===== config.mk =====
export PLATFORM = sky130hd
export DESIGN_NAME = pipe_ctrl_stage
export DESIGN_NICKNAME = d
export VERILOG_FILES = /design/src/rtl/pipe_ctrl_stage.sv
export SDC_FILE = /design/constraint.sdc
export NUM_CORES = 1
export LEC_CHECK = 0
export BUFFER_PORTS_ARGS = -buffer_cell sky130_fd_sc_hd__buf_2
export CORE_MARGIN = 2
export CORE_UTILIZATION = 30
export DETAILED_ROUTE_END_ITERATION = 10
export SLEW_MARGIN = 20
export SYNTH_ARGS = -nofsm -noshare
export SYNTH_HDL_FRONTEND = slang
export SYNTH_SLANG_ARGS = --single-unit
export TNS_END_PERCENT = 30

===== constraint.sdc =====
create_clock -name clk -period 1.3 [get_ports clk]
set_clock_uncertainty 0.05 [all_clocks]
set_input_delay 0.065 -clock clk [delete_from_list [all_inputs] [get_ports clk]]
set_output_delay 0.065 -clock clk [all_outputs]
set_load 0.005 [all_outputs]

===== src/rtl/pipe_ctrl_stage.sv =====
// pipe_ctrl_stage: one pipeline stage for a control bundle with valid/ready
// handshaking on both sides. With SKID=1 a second (skid) register lets
// in_ready come purely from registered state, so the ready path is cut
// between stages. With SKID=0 the stage is a single register whose in_ready
// looks through to out_ready. A synchronous flush squashes every held beat.
module pipe_ctrl_stage #(
    parameter int unsigned      WIDTH     = 3,
    parameter logic [WIDTH-1:0] RESET_VAL = '0,
    parameter int               SKID      = 1
) (
    input  logic             clk,
    input  logic             reset,
    input  logic             in_valid,
    output logic             in_ready,
    input  logic [WIDTH-1:0] in_data,
    input  logic             flush,
    output logic             out_valid,
    input  logic             out_ready,
    output logic [WIDTH-1:0] out_data,
    output logic [1:0]       count
);

    // Occupancy state; the encoding doubles as the number of beats held.
    typedef enum logic [1:0] {
        ST_EMPTY = 2'd0,
        ST_ONE   = 2'd1,
        ST_TWO   = 2'd2
    } state_e;

    state_e           state_q, state_d;
    logic [WIDTH-1:0] head_q,  head_d;
    logic [WIDTH-1:0] skid_q,  skid_d;
    logic [1:0]       count_q, count_d;

    logic             accept;
    logic             emit;

    // The head register is the output; it holds RESET_VAL whenever empty.
    assign out_valid = (state_q != ST_EMPTY);
    assign out_data  = head_q;
    assign count     = count_q;

    // in_ready is forced low while reset is asserted so nothing can be taken
    // in while the stage is being cleared.
    if (SKID != 0) begin : g_skid
        assign in_ready = reset && (state_q != ST_TWO);
    end else begin : g_noskid
        assign in_ready = reset && ((state_q == ST_EMPTY) || out_ready);
    end

    assign accept = in_valid && in_ready;
    assign emit   = out_valid && out_ready;

    // Next-state logic: flush beats everything; otherwise move beats between
    // input, skid and head according to which handshakes fire this cycle.
    always_comb begin
        state_d = state_q;
        head_d  = head_q;
        skid_d  = skid_q;
        count_d = count_q;

        if (flush) begin
            // A beat emitted this cycle is already delivered; an accepted
            // beat and anything still held are dropped.
            state_d = ST_EMPTY;
            head_d  = RESET_VAL;
            count_d = 2'd0;
        end else begin
            unique case (state_q)
                ST_EMPTY: begin
                    if (accept) begin
                        head_d  = in_data;
                        state_d = ST_ONE;
                        count_d = 2'd1;
                    end
                end

                ST_ONE: begin
                    if (accept && emit) begin
                        // Pass-through: new beat replaces the departing head.
                        head_d = in_data;
                    end else if (emit) begin
                        head_d  = RESET_VAL;
                        state_d = ST_EMPTY;
                        count_d = 2'd0;
                    end else if (accept && (SKID != 0)) begin
                        // Downstream stalled: park the new beat behind head.
                        skid_d  = in_data;
                        state_d = ST_TWO;
                        count_d = 2'd2;
                    end
                end

                ST_TWO: begin
                    // in_ready is low here, so only an emit can change state.
                    if (emit) begin
                        head_d  = skid_q;
                        state_d = ST_ONE;
                        count_d = 2'd1;
                    end
                end

                default: begin
                    state_d = ST_EMPTY;
                    head_d  = RESET_VAL;
                    count_d = 2'd0;
                end
            endcase
        end
    end

    // Control state and the visible head register, cleared asynchronously.
    always_ff @(posedge clk or negedge reset) begin
        if (!reset) begin
            state_q <= ST_EMPTY;
            head_q  <= RESET_VAL;
            count_q <= 2'd0;
        end else begin
            state_q <= state_d;
            head_q  <= head_d;
            count_q <= count_d;
        end
    end

    // Skid data register: never observed unless the state says it is valid,
    // so it needs no reset.
    always_ff @(posedge clk) begin
        skid_q <= skid_d;
    end

endmodule


# Yosys cells after proc, flatten, opt, wreduce, memory -nomap -nowiden

Cells that the tools add are included.

Output and inout port bits: 7
Register bits after elaboration: 8
Memory bits (read-only): 0
Word-level logic and storage cells: 36
Memories kept: 0
RAM bits: 0
Latch bits: 0

Muxes and demuxes: 13
Equal/unequal tests: 8
Multipliers: 0
Bitwise gates (word level): 3
Reduce and logical (&&, ||, !) cells: 9
$lt $le $gt $ge: 0
Shift operators: 0
Add/sub/neg operators: 0
Divide/modulo/power cells: 0

Operators by type and width:

| operator                                            | number |
|---|---|
| two-way mux 3 bit                                   | 5 |
| two-way mux 2 bit                                   | 6 |
| inequality test 3 bit, second input constant        | 3 |
| case mux 3 bit (3 select lines)                     | 1 |
| inequality test 4 bit, second input constant        | 2 |
| case mux 2 bit (3 select lines)                     | 1 |
| AND reduction 5 bit                                 | 1 |
| logical AND 1 bit                                   | 4 |
| AND reduction 4 bit                                 | 1 |
| NOT 1 bit                                           | 3 |
| AND reduction 3 bit                                 | 1 |
| equality test 2 x 1 -> 1 bit, second input constant | 1 |
| equality test 2 bit, second input constant          | 1 |
| logical NOT 2 bit                                   | 1 |
| inequality test 2 bit, second input constant        | 1 |
| nonzero test 2 bit                                  | 1 |

# Longest topological paths before layout

Depth in word-level cells: 8
Depth in mapped cells: 5

# Worst setup path after synthesis

OpenSTA, ideal clock, no wires.

Path kind: reg2reg
From: register state_q[0]
To: register skid_q[0], enable pin
Setup slack: -0.127 ns
Cell stages (with the launch flop): 5
Data arrival time: 1.032 ns
Data required time: 0.905 ns
Cells stage by stage: dfrtp_1 > buf_2 > and2b_4 > nand3_1 > nor3_1

Cells in the longest elaborated chain, start to end: 6

Ends and longest elaborated chain:

| element                                | line | source |
|---|---|---|
| start: declaration                     | 30   | `state_e state_q, state_d;` |
| start signal: assignment               | 119  | `state_q <= state_d;` |
| inequality test 2 bit                  | 46   | `assign in_ready = reset && (state_q != ST_TWO);` |
| logical AND 1 bit                      | 46   |  |
| logical AND 1 bit                      | 51   | `assign accept = in_valid && in_ready;` |
| logical AND 1 bit                      | 79   | `if (accept && emit) begin` |
| NOT 1 bit (no source line)             | -    |  |
| AND reduction 5 bit (no source line) * | -    |  |
| end signal: assignment                 | 128  | `skid_q <= skid_d;` |
| end: declaration                       | 32   | `logic [WIDTH-1:0] skid_q, skid_d;` |

Mark *: on every way between the ends. The rest lies on a longest branch, timed or not.
A chain may end at the register's enable or synchronous reset.

# Final worst setup path

From: register state_q[1]
To: register skid_q[0], enable pin

The elaborated chain is that of the path after synthesis.

==> results.md <==
- Max FO, Critical Path: 4
- Final Cycle Share: 99.4%
- Internal power: around 0.46 mW
- Top_reg_cell synth: dfrtp_1
- Worst endpoint required time: about 1.2 ns
- Post-synth EDFFs: 3
- GRT Overall Usage: around an eighth
- H-tree levels: 1
- First-pass GRT wire length: about 1.9 mm
- Met3 Track Usage GR: under 10%
- Adder-Cell Fraction of Synth Area: 0%
- Row cnt: 14
- TritonCTS Sinks: 8
- Crit. End Element: register
- Die Wd: 43.4 um
- First-pass detailed-route iteration total: 2
- Synthesized area per cell: roughly 10 um^2
- Largest net degree at the start of global routing: 10
- Leak: between 0.3 and 0.4 nW
- CTS root buf: clkbuf_4
- Post-synthesis xor/xnor area fraction: 0%
- HP Class: input pin to register
- Rel. slew slack: slightly above 80%
- Largest cells by area after synthesis: dfrtp_1, edfxtp_1, mux2i_1, a22o_1, nand2_1
- Met1 Use GR: about a fifth
- Deepest clock path buffer count: 2
- Gr busiest metal: met2
- DR vias/cell: 4.85
- Hpwl dp: between 800 and 900 um
- Pwr dens: about 900 nW/um^2
- YS warnings: 0
- Setup total negative slack: 0 ns
- RePlAce Congestion: roughly 0.67
- Largest family of logic cells by synthesized area: simple AND/OR/NAND/NOR gates
- Yosys cell types: 25
- GR Util met2: between 20% and 30%
- Worst Setup Start Kind: register
- Sequential fraction of the synthesis area: 46.2%
- Simple-gate share of the synthesized area: a little over a fifth
- Max-Cap Viols: 0
- Grt ovf: 0
- Core area: roughly 1500 um^2
- Placed cell area: a little under 600 um^2
- Compound-Gate Fraction of Synth Area: around a fifth
- DRC Markers: 0
- Clock power frac: between 30% and 40%
- Top Ports: 15
- Final Slew Violations: 0
- Num CTS Buffers: 3
- Yosys reg bits: 8
- Antenna Cells: 0
- Max VDD drop: 0.329 mV
- Tightest Pin Transition: 0.264 ns
- First DRT Iteration DRCs: 5
- Number of global-route vias before repair: approximately 420
- Hold WS: 0.0414 ns
- # setup viols final: 0
- Unrepaired setup endpoints after global routing: yes
- Finished Cell Area: between 700 and 800 um^2
- Count of final hold-check violations: 0
- Clock-pin transition on the worst setup and hold timing paths: roughly 0.06 ns
- Post-synth ARST share: a little over three fifths
- Post-synthesis mux area share: 6.45%
- Logic pwr share: between 20% and 30%
- Starting density of the core: 31.6%
- Synthesized area: 465 um^2
- Post-synth top area share: around 27%
- Crit Path Category: register to register
- Largest area contributor in the netlist: dfrtp_1
- IO buf count: 14
- Synthesized net count: 53
- Final min period: roughly 1.3 ns
- Commonest cells in the netlist: dfrtp_1, nand2_1
- ANT nets after route: 0
- Full die area: about 1900 um^2
- Switching power: 0.161 mW
- CTS tree: built
- Layout cells sized above 1: 51.4%
- Sequential share of power: 44.8%
- Status: completed
- F_max: 0.774 GHz
- DR vias: approximately 430
- Total Routed Length: 1.13 mm
- Initial antenna violation count: 0
- Sw frac: roughly a quarter
- Synthesis-to-layout area growth: 50.8%
- Syn Inst Count: 45
- Die Height: between 40 and 50 um
- Avg WL per Cell: ~13 um
- Final #Nets: between 80 and 90
- Skew-Pair Late Insertion Delay: 0.25 ns
- Worst path arrival time: roughly 1.2 ns
==> per-layer routing <==
layer,up-vias,routed length [um]
li1,216,-
met1,201,555
met2,8,515
met3,2,43
met4,0,13
met5,-,0
==> worst max-delay path: stages, from the launching register on <==
cell and delay (ns):
dfrtp_1 0.40, and2b_4 0.27, nand3_4 0.08, nor3_4 0.18
==> cell type report <==
type | instances | area [um^2]
fillers | 133 | 769
flip-flops and latches | 8 | 216
clock buffers | 4 | 26.3
multi-input cells | 34 | 262
repair buffers | 26 | 178
well taps | 16 | 20.0
==> per-stage QoR <==
step	cells	total power, mW	setup slack, ns	utilization [%]
after floorplan	45	0.346	0.0000996	-
after global placement	77	0.395	0.00383	40.3
after detailed placement	77	0.396	-0.0185	40.3
after CTS	87	0.626	0.00579	46.6
after global routing	88	0.653	-0.0335	47.7
final	88	0.624	0.00809	47.7
==> final timing paths <==
check / startpoint / endpoint / cells past startpoint / slack, ns
max reg2reg: state_q[1] / skid_q[0] / 3 / 0.008
min in group asynchronous: reset / out_data[1] / 3 / 0.36
max in group asynchronous: reset / state_q[0] / 3 / 0.61
max: state_q[1] / skid_q[0] / 3 / 0.008
min: flush / state_q[0] / 2 / 0.04
min reg2reg: out_data[2] / out_data[2] / 1 / 0.46
==> registers in the layout (all words and copies together) (netlist names) <==
name,cells
state_q,2
skid_q,3
out_data,3
==> cell families (layout without fill, tap and decap cells) <==
kind of cell | after synthesis | count (layout)
AO/OA/AOI/OAI | 13 | 13
flip-flops | 8 | 8
AND/OR/NAND/NOR | 18 | 18
buffers and inverters | 3 | 30
multiplexers | 3 | 3
==> timing repair <==
item                                   4_1_cts  5_1_grt
hold buffers                                 4        0
setup endpoints to repair                    5        7
buffers inserted                             2        1
resized for setup                            4        3
pin swaps                                    1        2
endpoints found under the hold margin        8        0
==> power by group through the flow <==
stage                     logic [mW]  registers (mW)  clock network [mW]
after floorplan               0.0639           0.282                   0
after global placement         0.111           0.284                   0
after detailed placement       0.111           0.285                   0
after CTS                      0.134           0.279               0.214
after global routing           0.151           0.281               0.221
final                          0.138           0.279               0.207
==> cell usage in the layout, fill, tap and decap left out <==
cell type and instances:
dfrtp_1 4, nor2_1 1, dfrtp_2 1, nand3b_1 2, and2_1 1, a211oi_1 1, edfxtp_1 3, a21o_1 1
buf_4 6, a21oi_2 2, or2_4 1, and2b_4 1, buf_6 2, nand3_1 1, nand2_2 1, buf_2 14
a22oi_2 1, dlygate4sd3_1 4, o21ai_1 3, nor2_2 1, a21oi_1 1, nand2_1 5, clkbuf_1 1, nor3_4 1
a22o_1 3, a21o_2 1, nand3_4 1, mux2i_1 3, clkbuf_4 3, and4b_2 1, nand2b_1 1
No activity file was read; power rests on OpenSTA's default activity.
